File: src/rtl/bus_arbiter_4to2_if.sv
// Request/grant bundle between four bus masters and the 4-to-2 arbiter.
// The arbiter connects through the slave modport, the masters through the master modport.
interface bus_arbiter_4to2_if;
  logic [3:0] req;
  logic [1:0] grant_idx;
  logic       grant_en;
  logic       busy;
  logic       timeout;

  modport master (output req, input grant_idx, grant_en, busy, timeout);
  modport slave  (input req, output grant_idx, grant_en, busy, timeout);
endinterface

File: src/rtl/bus_arbiter_4to2.sv
// Four-master bus arbiter with an IDLE/ARB/OWN/GAP sequence and a hold-time limit.
// Define ARB_ROUND_ROBIN_EN for round-robin winner selection; fixed lowest-index priority otherwise.
module bus_arbiter_4to2 #(
  parameter int unsigned HOLD_MAX = 8
) (
  input  logic                 clk,
  input  logic                 rst,
  bus_arbiter_4to2_if.slave    bus,
  output logic [1:0]           dbg_state,
  output logic [1:0]           dbg_last_idx
);

  localparam logic [1:0] IDLE = 2'd0;
  localparam logic [1:0] ARB  = 2'd1;
  localparam logic [1:0] OWN  = 2'd2;
  localparam logic [1:0] GAP  = 2'd3;

  localparam logic [7:0] HOLD_LIMIT = 8'(HOLD_MAX - 1);

  // Handshake: a master raises req[i] and holds it level for as long as it
  // wants or owns the bus; ownership is signalled by grant_en=1 with
  // grant_idx=i, and it ends the cycle after the master drops req[i] or the
  // hold limit expires (then timeout pulses for one cycle).
  logic [1:0] state;
  logic [1:0] last_idx;
  logic [7:0] hold_cnt;
  logic [1:0] winner;

`ifdef ARB_ROUND_ROBIN_EN
  logic       found;
  logic [1:0] cand;

  always_comb begin
    winner = 2'b00;
    found  = 1'b0;
    cand   = 2'b00;
    for (int i = 1; i <= 4; i++) begin
      cand = last_idx + 2'(i);
      if (!found && bus.req[cand]) begin
        winner = cand;
        found  = 1'b1;
      end
    end
  end
`else
  always_comb begin
    winner = 2'b00;
    for (int i = 3; i >= 0; i--) begin
      if (bus.req[i]) winner = 2'(i);
    end
  end
`endif

  always_ff @(posedge clk) begin
    if (rst) begin
      state         <= IDLE;
      bus.grant_idx <= 2'b00;
      bus.grant_en  <= 1'b0;
      bus.busy      <= 1'b0;
      bus.timeout   <= 1'b0;
      hold_cnt      <= 8'd0;
      last_idx      <= 2'b11;
    end else begin
      bus.timeout <= 1'b0;
      case (state)
        IDLE: begin
          if (|bus.req) begin
            state    <= ARB;
            bus.busy <= 1'b1;
          end
        end
        ARB: begin
          if (bus.req == 4'b0000) begin
            state    <= IDLE;
            bus.busy <= 1'b0;
          end else begin
            state         <= OWN;
            bus.grant_idx <= winner;
            bus.grant_en  <= 1'b1;
            last_idx      <= winner;
            hold_cnt      <= 8'd0;
          end
        end
        OWN: begin
          // An owner releasing on the limit cycle counts as a normal release.
          if (!bus.req[bus.grant_idx]) begin
            state        <= GAP;
            bus.grant_en <= 1'b0;
          end else if (hold_cnt == HOLD_LIMIT) begin
            state        <= GAP;
            bus.grant_en <= 1'b0;
            bus.timeout  <= 1'b1;
          end else begin
            hold_cnt <= hold_cnt + 8'd1;
          end
        end
        GAP: begin
          if (|bus.req) begin
            state <= ARB;
          end else begin
            state    <= IDLE;
            bus.busy <= 1'b0;
          end
        end
        default: begin
          state        <= IDLE;
          bus.grant_en <= 1'b0;
          bus.busy     <= 1'b0;
        end
      endcase
    end
  end

  assign dbg_state    = state;
  assign dbg_last_idx = last_idx;

endmodule

File: src/flat_wrapper.sv
// flat-port wrapper written by rule: the top's interface ports become plain ports
module bus_arbiter_4to2_flat 
#(
  parameter int unsigned HOLD_MAX = 8
)
  (clk, rst, dbg_state, dbg_last_idx, bus_req, bus_grant_idx, bus_grant_en, bus_busy, bus_timeout);
  bus_arbiter_4to2_if bus_i ();
  input  logic clk;
  input  logic rst;
  output logic [1:0] dbg_state;
  output logic [1:0] dbg_last_idx;
  input wire logic [$bits(bus_i.req)-1:0] bus_req;
  output wire logic [$bits(bus_i.grant_idx)-1:0] bus_grant_idx;
  output wire logic [$bits(bus_i.grant_en)-1:0] bus_grant_en;
  output wire logic [$bits(bus_i.busy)-1:0] bus_busy;
  output wire logic [$bits(bus_i.timeout)-1:0] bus_timeout;
  assign bus_i.req = bus_req;
  assign bus_grant_idx = bus_i.grant_idx;
  assign bus_grant_en = bus_i.grant_en;
  assign bus_busy = bus_i.busy;
  assign bus_timeout = bus_i.timeout;
  bus_arbiter_4to2 #(.HOLD_MAX(HOLD_MAX)) u_core (.clk(clk), .rst(rst), .bus(bus_i), .dbg_state(dbg_state), .dbg_last_idx(dbg_last_idx));
endmodule
File: config.mk
export PLATFORM = sky130hd
export DESIGN_NAME = bus_arbiter_4to2_flat
export DESIGN_NICKNAME = d
export VERILOG_FILES = /design/src/rtl/bus_arbiter_4to2_if.sv /design/src/rtl/bus_arbiter_4to2.sv /design/src/flat_wrapper.sv
export SDC_FILE = /design/constraint.sdc
export NUM_CORES = 1
export LEC_CHECK = 0
export CAP_MARGIN = 10
export CORE_ASPECT_RATIO = 1.25
export CORE_MARGIN = 2
export CORE_UTILIZATION = 50
export CTS_CLUSTER_DIAMETER = 80
export DETAILED_ROUTE_END_ITERATION = 8
export HOLD_SLACK_MARGIN = 0.12
export MAX_ROUTING_LAYER = met4
export PLACE_DENSITY = 0.84
export SKIP_LAST_GASP = 1
export SYNTH_ARGS = -nofsm -noshare
export SYNTH_HDL_FRONTEND = slang
export SYNTH_SLANG_ARGS = --single-unit
File: constraint.sdc
create_clock -name clk -period 3.26 [get_ports clk]
set_clock_uncertainty 0.15 [all_clocks]
set_input_delay 0.326 -clock clk [delete_from_list [all_inputs] [get_ports clk]]
set_output_delay 0.326 -clock clk [all_outputs]
set_load 0.02 [all_outputs]
Yosys cells after proc, flatten, opt, wreduce, memory -nomap -nowiden
Cells that the tools add are included.
{"block": "totals", "rom_bits": 0, "in_bits": 6, "mem_count": 0, "register_bits": 17, "elab_cells": 59, "ramBits": 0, "latchBits": 0}
{"block": "op_classes", "n_addsub": 1, "multipliers": 0, "bitwise_logic": 3, "n_div": 0, "n_lt_le_gt_ge": 1, "n_eq_ne": 11, "n_mux": 25, "reduce_logical": 11, "n_shift": 0}
{"op": "8-bit two-way mux", "count": 3}
{"op": "2-bit two-way mux", "count": 8}
{"op": "8-bit case mux with 2 select lines", "count": 1}
{"op": "1-bit two-way mux", "count": 9}
{"op": "8-bit by 1-bit adder with 8-bit output, second input constant", "count": 1}
{"op": "8-bit by 3-bit equality test with 1-bit output, second input constant", "count": 1}
{"op": "2-bit case mux with 4 select lines", "count": 1}
{"op": "4-bit AND reduction", "count": 2}
{"op": "2-bit by 1-bit inequality test with 1-bit output, second input constant", "count": 3}
{"op": "2-bit inequality test, second input constant", "count": 3}
{"op": "2-bit equality test, second input constant", "count": 2}
{"op": "4-bit zero test", "count": 1}
{"op": "2-bit AND reduction", "count": 2}
{"op": "4-bit OR reduction", "count": 1}
{"op": "2-bit by 3-bit less-than comparator with 1-bit output, second input constant", "count": 1}
{"op": "3-bit inequality test, second input constant", "count": 1}
{"op": "1-bit NOT", "count": 3}
{"op": "1-bit case mux with 3 select lines", "count": 1}
{"op": "3-bit AND reduction", "count": 1}
{"op": "3-bit nonzero test", "count": 1}
{"op": "3-bit OR reduction", "count": 1}
{"op": "1-bit binary-select mux with 2-bit select", "count": 1}
{"op": "2-bit by 1-bit equality test with 1-bit output, second input constant", "count": 1}
{"op": "2-bit zero test", "count": 1}
{"op": "2 further kinds", "count": 2}

Logic depth before layout (Yosys ltp)
Gate-level depths: netlist of run 1.
{"block": "logic_depth", "depth_word": 4, "ltp_mapped": 6}

Least setup slack after synthesis of run 1
OpenSTA, ideal clock, no wires.
{"block": "synth_timing", "kind": "register to register", "start": "register u_core.bus.grant_idx[1]", "end": "register with a tool-made name", "slack_ps": 1383, "setup_ps": 121, "path_buffers": 0, "t_arrival_ps": 1606, "synth_period_minus_slack_ps": 1877, "required_ps": 2989, "stages_incl_launch_ff": 5, "cell_sequence": "dfxtp_1 -> mux4_2 -> nand2_1 -> o211ai_2 -> mux2_4"}
{"element": "start, declared", "line": "bus_arbiter_4to2_if.sv:11", "rtl": "modport slave (input req, output grant_idx, grant_en, busy, timeout);"}
{"element": "start signal, assigned", "line": "bus_arbiter_4to2.sv:78", "rtl": "bus.grant_idx <= winner;"}

Worst setup path after layout of run 1
{"block": "layout_timing", "start": "register u_core.state[0] (netlist: u_core.dbg_state[0])", "end": "register u_core.hold_cnt[0]"}
{"block": "layout_via", "elab_chain_cells": 3}
{"element": "start, declared", "line": "bus_arbiter_4to2.sv:24", "rtl": "logic [1:0] state;"}
{"element": "start signal, assigned", "line": "bus_arbiter_4to2.sv:56", "rtl": "state <= IDLE;"}
{"element": "start signal, assigned", "line": "bus_arbiter_4to2.sv:68", "rtl": "state <= ARB;"}
{"element": "start signal, assigned", "line": "bus_arbiter_4to2.sv:74", "rtl": "state <= IDLE;"}
{"element": "2-bit equality test / 2-bit by 1-bit equality test with 1-bit output (equally long branches)", "line": "bus_arbiter_4to2.sv:65", "rtl": "case (state)"}
{"element": "2-bit by 1-bit inequality test with 1-bit output (no source line) (tied with other cells)"}
{"element": "4-bit AND reduction (no source line)"}
{"element": "end signal, assigned", "line": "bus_arbiter_4to2.sv:94", "rtl": "hold_cnt <= hold_cnt + 8'd1;"}
{"element": "end, declared", "line": "bus_arbiter_4to2.sv:26", "rtl": "logic [7:0] hold_cnt;"}
Parallel ways exist; a longest one is shown, timed or not.
A chain may end at the register's enable or synchronous reset.

==> qor.tcl, run 1 <==
set qor(run_status) {completed}
set qor(yosys-top-cells-count) {17 x sky130_fd_sc_hd__dfxtp_1, 11 x sky130_fd_sc_hd__nand2_1, 10 x sky130_fd_sc_hd__a21oi_1}
set qor(yosys.area.top_type_share_pct) 34.8
set qor(globalplace.congestion) 0.863
set qor(overflow) 0
set qor(cts.repair_timing.setup_buffer_count) 0
set qor(dominant_register_cell_in_the_synthesized_netlist) {sky130_fd_sc_hd__dfxtp_1}
set qor(design.final.nets) 138
set qor(synthDominantAreaCellType) {sky130_fd_sc_hd__dfxtp_1}
set qor(post-synth-top-count-cell) {sky130_fd_sc_hd__dfxtp_1}
set qor(clock_insertion_delay_worst_skew_ns) 0.28
set qor(finalHoldViolations) 0
set qor(synth-async-reset-ratio_pct) 0
set qor(io_pins) 15
set qor(syn_avg_cell_area_sq_um) 8.81
set qor(synth_enable_flop_cells) 0
set qor(timing.critical_path.from_type) {flop}
set qor(post-route-min-period_ns) 2.08
set qor(cts_tree) {built}
set qor(finalWorstSetupSlack_ns) 1.18
set qor(post_synthesis_instance_total) 111
set qor(critPathMostFrequentCell) {sky130_fd_sc_hd__inv_1}
set qor(slew_violations) 0
set qor(route.vias.total) 878
set qor(critical_path.slowest_cell) {sky130_fd_sc_hd__ha_1}
set qor(power_leakage_uw) 0.000428
set qor(worst_setup_hold_path_clk_slew_ns) 0.10
set qor(drc) 0
set qor(grt_pass1_wl_microns) 3310
set qor(num-fill-cells) 150
set qor(die_height_microns) 53.5
set qor(drtPass1Iterations) 4
set qor(cts_hold_buffers) 0
set qor(cell_types_with_the_largest_area_share_after_synthesis) {sky130_fd_sc_hd__dfxtp_1 35%, sky130_fd_sc_hd__ha_1 7.7%, sky130_fd_sc_hd__a21oi_1 5.1%}
set qor(route.final.wire_length_microns) 2020
set qor(postCtsResizedCells) 0
set qor(proportion_of_layout_cells_with_a_drive_suffix_above_1_pct) 12.0
set qor(cts.htree.levels) 1
set qor(timing.max_cap.violations) 0
set qor(ys_seq_elements) 17
set qor(flow.area_growth_from_synthesis_pct) 17.0
set qor(post_synth_instance_area_sq_um) 978
set qor(crit_family) {compound AO/OA/AOI/OAI gates}
set qor(cts_inserted_buffers) 3
set qor(floorplan.core_area_sq_mm) 0.00181
set qor(routed_via_density) 6.10
set qor(cts_root_buf) {sky130_fd_sc_hd__clkbuf_4}
set qor(max-clock-path-buffers) 2
set qor(die_area_sq_mm) 0.00233
set qor(maximum_number_of_pins_on_one_net_before_global_route_repair) 17
set qor(setup-violations-final) 0
set qor(drt_iter0_markers) 19
set qor(grt_util_all_layers_pct) 19.2
set qor(setup_repair_after_global_routing_missed_its_margin) {false}
set qor(number_of_antenna_violating_nets_in_the_routed_design) 0
set qor(pre_cts_ws_ns) 0.953
set qor(rows) 17
set qor(synth-warning-count) 0
set qor(grt_antenna_before_repair) 0
set qor(tns_ns) 0
set qor(antenna-diode-count) 0
set qor(dpl.hpwl_microns) 1500
set qor(yosysUniqueCellTypes) 41
set qor(grt_pass1_vias) 781
set qor(cp_data_required_time_ns) 3.32
set qor(floorplan.initialDensity_pct) 54.1
set qor(timing.critical_path.cells) {inv_1, ha_1, inv_1, o221ai_2, a21oi_2, a211oi_2}
set qor(fmax_ghz) 0.480
set qor(cp_slowest_stage_delay_ns) 0.48
set qor(end_kind) {flop}
set qor(crit_arrival_ns) 2.14
set qor(critical_path_peak_fanout) 14
set qor(syn-num-nets) 123
set qor(cts_num_sinks) 17
set qor(vdd_drop_max_uv) 254
set qor(timing.final.crit_share_pct) 63.9
set qor(crit_type) {flop to flop}
set qor(numPortBuffers) 14
set qor(route.detailed.wl_per_inst_microns) 14.0
set qor(cp_num_buf_inv) 2
set qor(max-slew-margin-rel_pct) 59.3
set qor(max_slew.worst_pin.slew_ns) 0.608
set qor(die_w_microns) 43.6
set qor(worstHoldPathType) {flop to flop}
set qor(seq_area_frac_synth_pct) 34.8
set qor(power_per_cell_area_mw_per_mm2) 455
## power breakdown
part | switching [uW] | internal (uW) | leakage [uW]
sequential | 14.5 | 224 | 0.000139
combinational | 92.5 | 78.7 | 0.000274
clock | 64.1 | 47.4 | 0.0000150
## placed cells by master, fill, tap and decap left out, types with 2 or more instances in the layout
cell type	n
sky130_fd_sc_hd__a211oi_1	2
sky130_fd_sc_hd__a21oi_1	10
sky130_fd_sc_hd__a311oi_1	2
sky130_fd_sc_hd__a31oi_1	2
sky130_fd_sc_hd__and3_1	3
sky130_fd_sc_hd__clkbuf_4	3
sky130_fd_sc_hd__clkdlybuf4s50_1	14
sky130_fd_sc_hd__dfxtp_1	17
sky130_fd_sc_hd__ha_1	6
sky130_fd_sc_hd__inv_1	6
sky130_fd_sc_hd__nand2_1	11
sky130_fd_sc_hd__nand3_1	6
sky130_fd_sc_hd__nor2_1	8
sky130_fd_sc_hd__nor3_1	2
sky130_fd_sc_hd__o21ai_0	7
sky130_fd_sc_hd__or3_1	2
## state kept, by name, summed over array words and instances, names as in the netlist, named ones only
| name | flops |
|---|---|
| u_core.dbg_last_idx | 2 |
| u_core.bus.timeout | 1 |
| u_core.bus.grant_idx | 2 |
| u_core.dbg_state | 1 |
| u_core.bus.busy | 1 |
| u_core.hold_cnt | 8 |
| u_core.bus.grant_en | 1 |
## through the flow
stage | total power, uW | util, % | instance area (sq um) | hold slack [ns] | cells
floorplan | 356 | - | 978 | 0.292 | 111
finish | 521 | 63.3 | 1140 | 0.340 | 144
global route | 553 | 63.3 | 1140 | 0.361 | 144
detailed placement | 414 | 61.9 | 1120 | 0.325 | 140
global placement | 409 | 61.9 | 1120 | 0.308 | 140
CTS | 525 | 63.3 | 1140 | 0.343 | 144
## kinds of logic after synthesis
kind of cell	after synthesis	synth area share [%]
AO/OA/AOI/OAI	34	25.2
adder cells (fa/ha/maj)	6	7.67
buffers and inverters	10	4.73
flip-flops	17	34.8
multiplexers	3	4.86
AND/OR/NAND/NOR	41	22.8
## worst paths after layout
kind / start / end / slack, ns / cells past startpoint
worst max-delay path: u_core.dbg_state[0] / u_core.hold_cnt[0] / 1.18 / 6
worst min-delay path: u_core.bus.grant_idx[0] / u_core.bus.grant_idx[0] / 0.34 / 2
worst max register to register: u_core.dbg_state[0] / u_core.hold_cnt[0] / 1.18 / 6
worst min register to register: u_core.bus.grant_idx[0] / u_core.bus.grant_idx[0] / 0.34 / 2
## area by class of cell
class | instances | area, sq um | area share [%]
multi-input combinational | 84 | 592 | 51.7
sequential | 17 | 340 | 29.7
timing repair buffer | 14 | 140 | 12.2
clock buffer | 4 | 26.3 | 2.30
tap | 19 | 23.8 | 2.08
inverter | 6 | 22.5 | 1.97
## metal layers
layer  up-vias  track usage [%]  part of all wire, %
met1       420             21.5                   46
met2        15             33.8                   50
met5         -                -                    0
met3         4             3.07                  3.1
met4         0             7.58                  1.1
li1        439                -                    -
## worst min-delay path: cells and delay by family, from the launching register on
family / cells / cell delay, ns
AO/OA/AOI/OAI: 1 / 0.05
AND/OR/NAND/NOR: 1 / 0.06
flip-flops: 1 / 0.34
Note: power is estimated with default switching activity, not from simulation.
==> run 2: changes to the inputs <==
--- a/config.mk
+++ b/config.mk
@@ -8,12 +8,12 @@
 export CAP_MARGIN = 10
 export CORE_ASPECT_RATIO = 1.25
 export CORE_MARGIN = 2
-export CORE_UTILIZATION = 50
+export CORE_UTILIZATION = 47
 export CTS_CLUSTER_DIAMETER = 80
 export DETAILED_ROUTE_END_ITERATION = 8
 export HOLD_SLACK_MARGIN = 0.12
 export MAX_ROUTING_LAYER = met4
-export PLACE_DENSITY = 0.84
+export PLACE_DENSITY = 0.83
 export SKIP_LAST_GASP = 1
 export SYNTH_ARGS = -nofsm -noshare
 export SYNTH_HDL_FRONTEND = slang
==> constraint.sdc (replaced) <==
create_clock -name clk -period 1.7 [get_ports clk]
set_clock_uncertainty 0.15 [all_clocks]
set_input_delay 0.17 -clock clk [delete_from_list [all_inputs] [get_ports clk]]
set_output_delay 0.17 -clock clk [all_outputs]
set_load 0.02 [all_outputs]
==> run 2 against run 1 <==
Effect of this change: the run now ends with setup timing left; maximum frequency up 18%; die area up 5.8%; total power up 110%.
==> qor.tcl, run 2 (synthesis results as in run 1) <==
set qor(run_status) {finished, violations left} ;# was completed
set qor(failing_checks) {setup timing}
set qor(slew_violations) 0 ;# unchanged
set qor(die_height_microns) 55.0 ;# was 53.5 microns
set qor(floorplan.initialDensity_pct) 49.4 ;# was 54.1%
set qor(route.vias.total) 1003 ;# was 878
set qor(power.sequential.fraction_pct) 41.2 ;# was 45.7%
set qor(end_kind) {flop} ;# unchanged
set qor(drtPass1Iterations) 4 ;# unchanged
set qor(setup_repair_after_global_routing_missed_its_margin) {true} ;# was false
set qor(io_pins) 15 ;# unchanged
set qor(cts_tree) {built} ;# unchanged
set qor(timing.critical_path.cells) {or4_4, nor3_4, o211ai_2, mux2_4} ;# was inv_1, ha_1, inv_1, o221ai_2, a21oi_2, a211oi_2
set qor(grt_pass1_vias) 961 ;# was 781
set qor(clock_power_share_pct) 20.4 ;# was 21.4%
set qor(vdd_drop_max_uv) 598 ;# was 254 uV
set qor(timing.max_cap.violations) 0 ;# unchanged
set qor(cts_root_buf) {sky130_fd_sc_hd__clkbuf_4} ;# unchanged
set qor(power_per_cell_area_mw_per_mm2) 813 ;# was 455 mW/mm^2
set qor(finalWorstSetupSlack_ns) -0.0688 ;# was 1.18 ns
set qor(cts_hold_buffers) 0 ;# unchanged
set qor(rows) 18 ;# was 17
set qor(timing.critical_path.from_type) {flop} ;# unchanged
set qor(cts_num_sinks) 17 ;# unchanged
set qor(power_leakage_uw) 0.000592 ;# was 0.000428 uW
set qor(routed_via_density) 6.08 ;# was 6.10
set qor(most-common-layout-cells) {20 x sky130_fd_sc_hd__buf_4, 15 x sky130_fd_sc_hd__dfxtp_1, 10 x sky130_fd_sc_hd__nand2_1} ;# was 17 x sky130_fd_sc_hd__dfxtp_1, 14 x sky130_fd_sc_hd__clkdlybuf4s50_1, 11 x sky130_fd_sc_hd__nand2_1
set qor(cp_slowest_stage_delay_ns) 0.56 ;# was 0.48 ns
set qor(grt_util_all_layers_pct) 23.1 ;# was 19.2%
set qor(max-clock-path-buffers) 2 ;# unchanged
set qor(timing.final.crit_share_pct) 104 ;# was 63.9%
set qor(critical_path_peak_fanout) 4 ;# was 14
set qor(grt_pass1_wl_microns) 3950 ;# was 3310 microns
set qor(post-route-min-period_ns) 1.77 ;# was 2.08 ns
set qor(num-fill-cells) 160 ;# was 150
set qor(power_uw) 1100 ;# was 521 uW
set qor(proportion_of_layout_cells_with_a_drive_suffix_above_1_pct) 31.0 ;# was 12.0%
set qor(crit_type) {flop to flop} ;# unchanged
set qor(cts_inserted_buffers) 3 ;# unchanged
set qor(numPortBuffers) 14 ;# unchanged
set qor(worst_setup_hold_path_clk_slew_ns) 0.10 ;# about the same
set qor(fmax_ghz) 0.565 ;# was 0.480 GHz
set qor(p_comb_share_pct) 38.4 ;# was 32.9%
set qor(cp_data_required_time_ns) 1.75 ;# was 3.32 ns
set qor(worstHoldPathType) {primary input to flop} ;# was flop to flop
set qor(design.final.nets) 158 ;# was 138
set qor(power.net_switching_uw) 374 ;# was 171 uW
set qor(route.detailed.wl_per_inst_microns) 15.8 ;# was 14.0 microns
set qor(largest_reg_flops) 8 ;# unchanged
set qor(floorplan.core_area_sq_mm) 0.00198 ;# was 0.00181 sq mm
set qor(max_slew.worst_pin.slew_ns) 0.349 ;# was 0.608 ns
set qor(maximum_number_of_pins_on_one_net_before_global_route_repair) 12 ;# was 17
set qor(route.final.wire_length_microns) 2600 ;# was 2020 microns
set qor(mostFrequentLayoutCell) {sky130_fd_sc_hd__buf_4} ;# was sky130_fd_sc_hd__dfxtp_1
set qor(dpl.hpwl_microns) 1930 ;# was 1500 microns
set qor(die_w_microns) 44.8 ;# was 43.6 microns
set qor(critical_path.slowest_cell) {sky130_fd_sc_hd__or4_4} ;# was sky130_fd_sc_hd__ha_1
set qor(drt_iter0_markers) 14 ;# was 19
set qor(finalHoldViolations) 0 ;# unchanged
set qor(max-slew-margin-rel_pct) 76.5 ;# was 59.3%
set qor(setup-violations-final) 6 ;# was 0
set qor(antenna-diode-count) 0 ;# unchanged
set qor(grt_antenna_before_repair) 0 ;# unchanged
set qor(die_area_sq_mm) 0.00247 ;# was 0.00233 sq mm
set qor(flow.area_growth_from_synthesis_pct) 38.4 ;# was 17.0%
set qor(drc) 0 ;# unchanged
set qor(crit_arrival_ns) 1.82 ;# was 2.14 ns
set qor(overflow) 0 ;# unchanged
set qor(number_of_antenna_violating_nets_in_the_routed_design) 0 ;# unchanged
set qor(top_register) {u_core.hold_cnt} ;# unchanged
set qor(p_int_uw) 727 ;# was 350 uW
set qor(cts.htree.levels) 1 ;# unchanged
set qor(power.share.switching_pct) 34.0 ;# was 32.8%
set qor(final_core_utilization_pct) 68.3 ;# was 63.3%
set qor(clock_insertion_delay_worst_skew_ns) 0.30 ;# was 0.28 ns
set qor(globalplace.congestion) 0.889 ;# was 0.863
[run 2: stage by stage]
stage                     hold WS [ns]  setup slack [ns]  instances  setup TNS [ns]  cell area, sq um
after global placement           0.306            -0.337        160           -3.70              1280
after detailed placement         0.322            -0.397        160           -4.54              1280
after CTS                        0.342           -0.0735        165          -0.354              1330
final                            0.176           -0.0688        165          -0.176              1350
after floorplan                  0.221           -0.0629        111          -0.160               998
after global routing             0.162            -0.110        165          -0.629              1350
[run 2: what timing repair did]
action,4_1_cts,5_1_grt
buffers inserted,1,0
pin swaps,7,3
endpoints found under the setup margin,12,15
resized for setup,4,8
[run 2: layer usage]
metal / vias to the layer above / part of all wire [%] / track usage [%]
met5: - / 0 / -
met4: 0 / 5.6 / 17.6
met3: 17 / 4.4 / 2.92
met2: 42 / 52 / 40.3
met1: 464 / 38 / 23.4
li1: 480 / - / -
[run 2: cell type report]
| type | instances | area, sq um | area share, % |
|---|---|---|---|
| multi-input combinational | 84 | 631 | 46.6 |
| sequential | 17 | 348 | 25.7 |
| timing repair buffer | 34 | 302 | 22.3 |
| clock buffer | 4 | 26.3 | 1.94 |
| tap | 20 | 25.0 | 1.85 |
| inverter | 6 | 22.5 | 1.66 |
[run 2: path summary, 6_finish.rpt]
path                          startpoint                      end  slack [ns]  cells after the start
hold reg to reg   u_core.dbg_last_idx[0]   u_core.dbg_last_idx[0]        0.34                      2
setup / recovery      u_core.hold_cnt[7]                     flop       -0.07                      4
setup reg to reg      u_core.hold_cnt[7]                     flop       -0.07                      4
hold / removal                bus_req[0]  u_core.bus.grant_idx[0]        0.18                      3
[run 2: critical path, delay by kind of cell, from the launching register on]
family | cells | cell delay (ns)
AO/OA/AOI/OAI | 1 | 0.12
AND/OR/NAND/NOR | 2 | 0.77
multiplexers | 1 | 0.30
flip-flops | 1 | 0.32
[run 2: power by group through the flow]
| stage | Clock (uW) | Combinational (uW) | Sequential [uW] |
|---|---|---|---|
| global placement | 0 | 382 | 460 |
| finish | 224 | 423 | 454 |
| floorplan | 0 | 188 | 500 |
| CTS | 228 | 419 | 453 |
| global route | 240 | 454 | 455 |
| detailed placement | 0 | 399 | 461 |
==> variant: new RTL, flow settings as in run 2 <==
Build with the macro `ARB_ROUND_ROBIN_EN` defined.
--- a/src/rtl/bus_arbiter_4to2.sv
+++ b/src/rtl/bus_arbiter_4to2.sv
@@ -1,5 +1,7 @@
 // Four-master bus arbiter with an IDLE/ARB/OWN/GAP sequence and a hold-time limit.
 // Define ARB_ROUND_ROBIN_EN for round-robin winner selection; fixed lowest-index priority otherwise.
+`define ARB_ROUND_ROBIN_EN
+
 module bus_arbiter_4to2 #(
   parameter int unsigned HOLD_MAX = 8
 ) (
Formal check against the unedited RTL: not equivalent (a bounded check fails within 10 cycles, from zero or initial values and one cycle with rst high).
==> variant against run 2 <==
- the run still ends with negative setup slack left
- setup slack got worse by 0.26 ns
- final cell count grew 8.5%
- synthesized area decreased by 5.5%
- synthesized cell count down 3.6%
- routed wire length grew 2.5%
- design area is 7.0% higher
- sequential cell count stayed put
- via count grew 1.9%
- first-iteration DRC count is 64% higher
Power is not compared: it rests on default switching activity, and its combinational part moved more than twofold at a synthesized area within 25%.
==> variant: results (changes against run 2) <==
status=finished with violations (unchanged); failing checks=negative setup slack (unchanged); Cell variety after synth=35 (was 41); Via Count=1022 (was 1003); post-synthesis mux area share=4.601% (was 4.859%); cell family with most CP delay=compound AO/OA/AOI/OAI gates (was simple AND/OR/NAND/NOR gates); total track usage=26.48% (was 23.07%); layout cells sized above 1=38.13% (was 31.03%); via/cell ratio=5.709 (was 6.079); HP Class=reg -> reg (was in -> reg); synth cell count leaders=dfxtp_1 (17), a21oi_1 (11), nand2_1 (11) (was dfxtp_1 (17), nand2_1 (11), a21oi_1 (10)); Final WS setup=-0.3297 ns (was -0.06884 ns); post-detail-place hpwl=1.955 mm (was 1.931 mm); Synth area leaders=dfxtp_1 (37%), ha_1 (8.1%), a21oi_1 (6.0%) (was dfxtp_1 (35%), ha_1 (7.7%), a21oi_1 (5.1%)); final setup fails=11 (was 6); Cells after Synth=107 (was 111); compound-cell area share of the yosys netlist=24.76% (was 25.19%); CP max-delay cell=or4_1 (was or4_4); post_cts resized=17 (was 4); largest net degree at the start of global routing=11 (was 12); WP data arrival=2.12 ns (was 1.82 ns); Syn Nets=119 (was 123); GPL Wtd Cong=0.8229 (was 0.8890); Synth Area in Adders=8.119% (was 7.673%); slew margin rel.=78.44% (was 76.49%); 1st-iter DRT viols=23 (was 14); mean routed wirelength per cell=14.90 um (was 15.76 um)
[variant: cell types whose count changed after synthesis, moves of 2 or more]
cell | run 2 | this run
o21bai_1 | 0 | 2
a31oi_1 | 2 | 0
o221ai_1 | 0 | 2
inv_1 | 6 | 4
nand3_1 | 6 | 4
a311oi_1 | 2 | 0
o31ai_1 | 0 | 3
or4_1 | 1 | 4
and3_1 | 3 | 0
[variant: final cells by class]
type                    count  area [um^2]
clock buffers               4        26.28
fillers                   120        359.1
flip-flops and latches     17        347.8
inverters                   4        15.01
multi-input cells          85        625.6
repair buffers             50        410.4
well taps                  19        23.77
[variant: path summary, 6_finish.rpt]
kind,depth (start not counted),slack (ns),to,start
min,2,0.39,u_core.hold_cnt[5],u_core.hold_cnt[5]
min reg2reg,2,0.39,u_core.hold_cnt[5],u_core.hold_cnt[5]
max reg2reg,5,-0.33,u_core.hold_cnt[6],u_core.bus.grant_idx[0]
max,5,-0.33,u_core.hold_cnt[6],u_core.bus.grant_idx[0]
[variant: power groups by stage]
stage | Combinational, W | Sequential (W) | Clock, W
2_1_floorplan | 0.000379 | 0.000622 | 0
5_1_grt | 0.00102 | 0.000554 | 0.000241
3_3_place_gp | 0.000803 | 0.000546 | 0
3_5_place_dp | 0.000843 | 0.000550 | 0
4_1_cts | 0.000902 | 0.000542 | 0.000226
6_report | 0.000941 | 0.000544 | 0.000218
[variant: layer usage]
layer  share of wire [%]  global-route usage [%]
met1                  41                   26.76
met2                  54                   47.06
met3                 3.2                   5.705
met4                 1.3                   14.65
met5                   0                       -
[variant: stage by stage]
step	TNS [ns]	util (%)	instance area, um^2
2_1_floorplan	-1.660	-	937.1
3_3_place_gp	-6.752	74.60	1349
3_5_place_dp	-7.776	74.60	1349
4_1_cts	-2.603	78.20	1414
5_1_grt	-3.341	80.14	1449
6_report	-2.587	80.14	1449
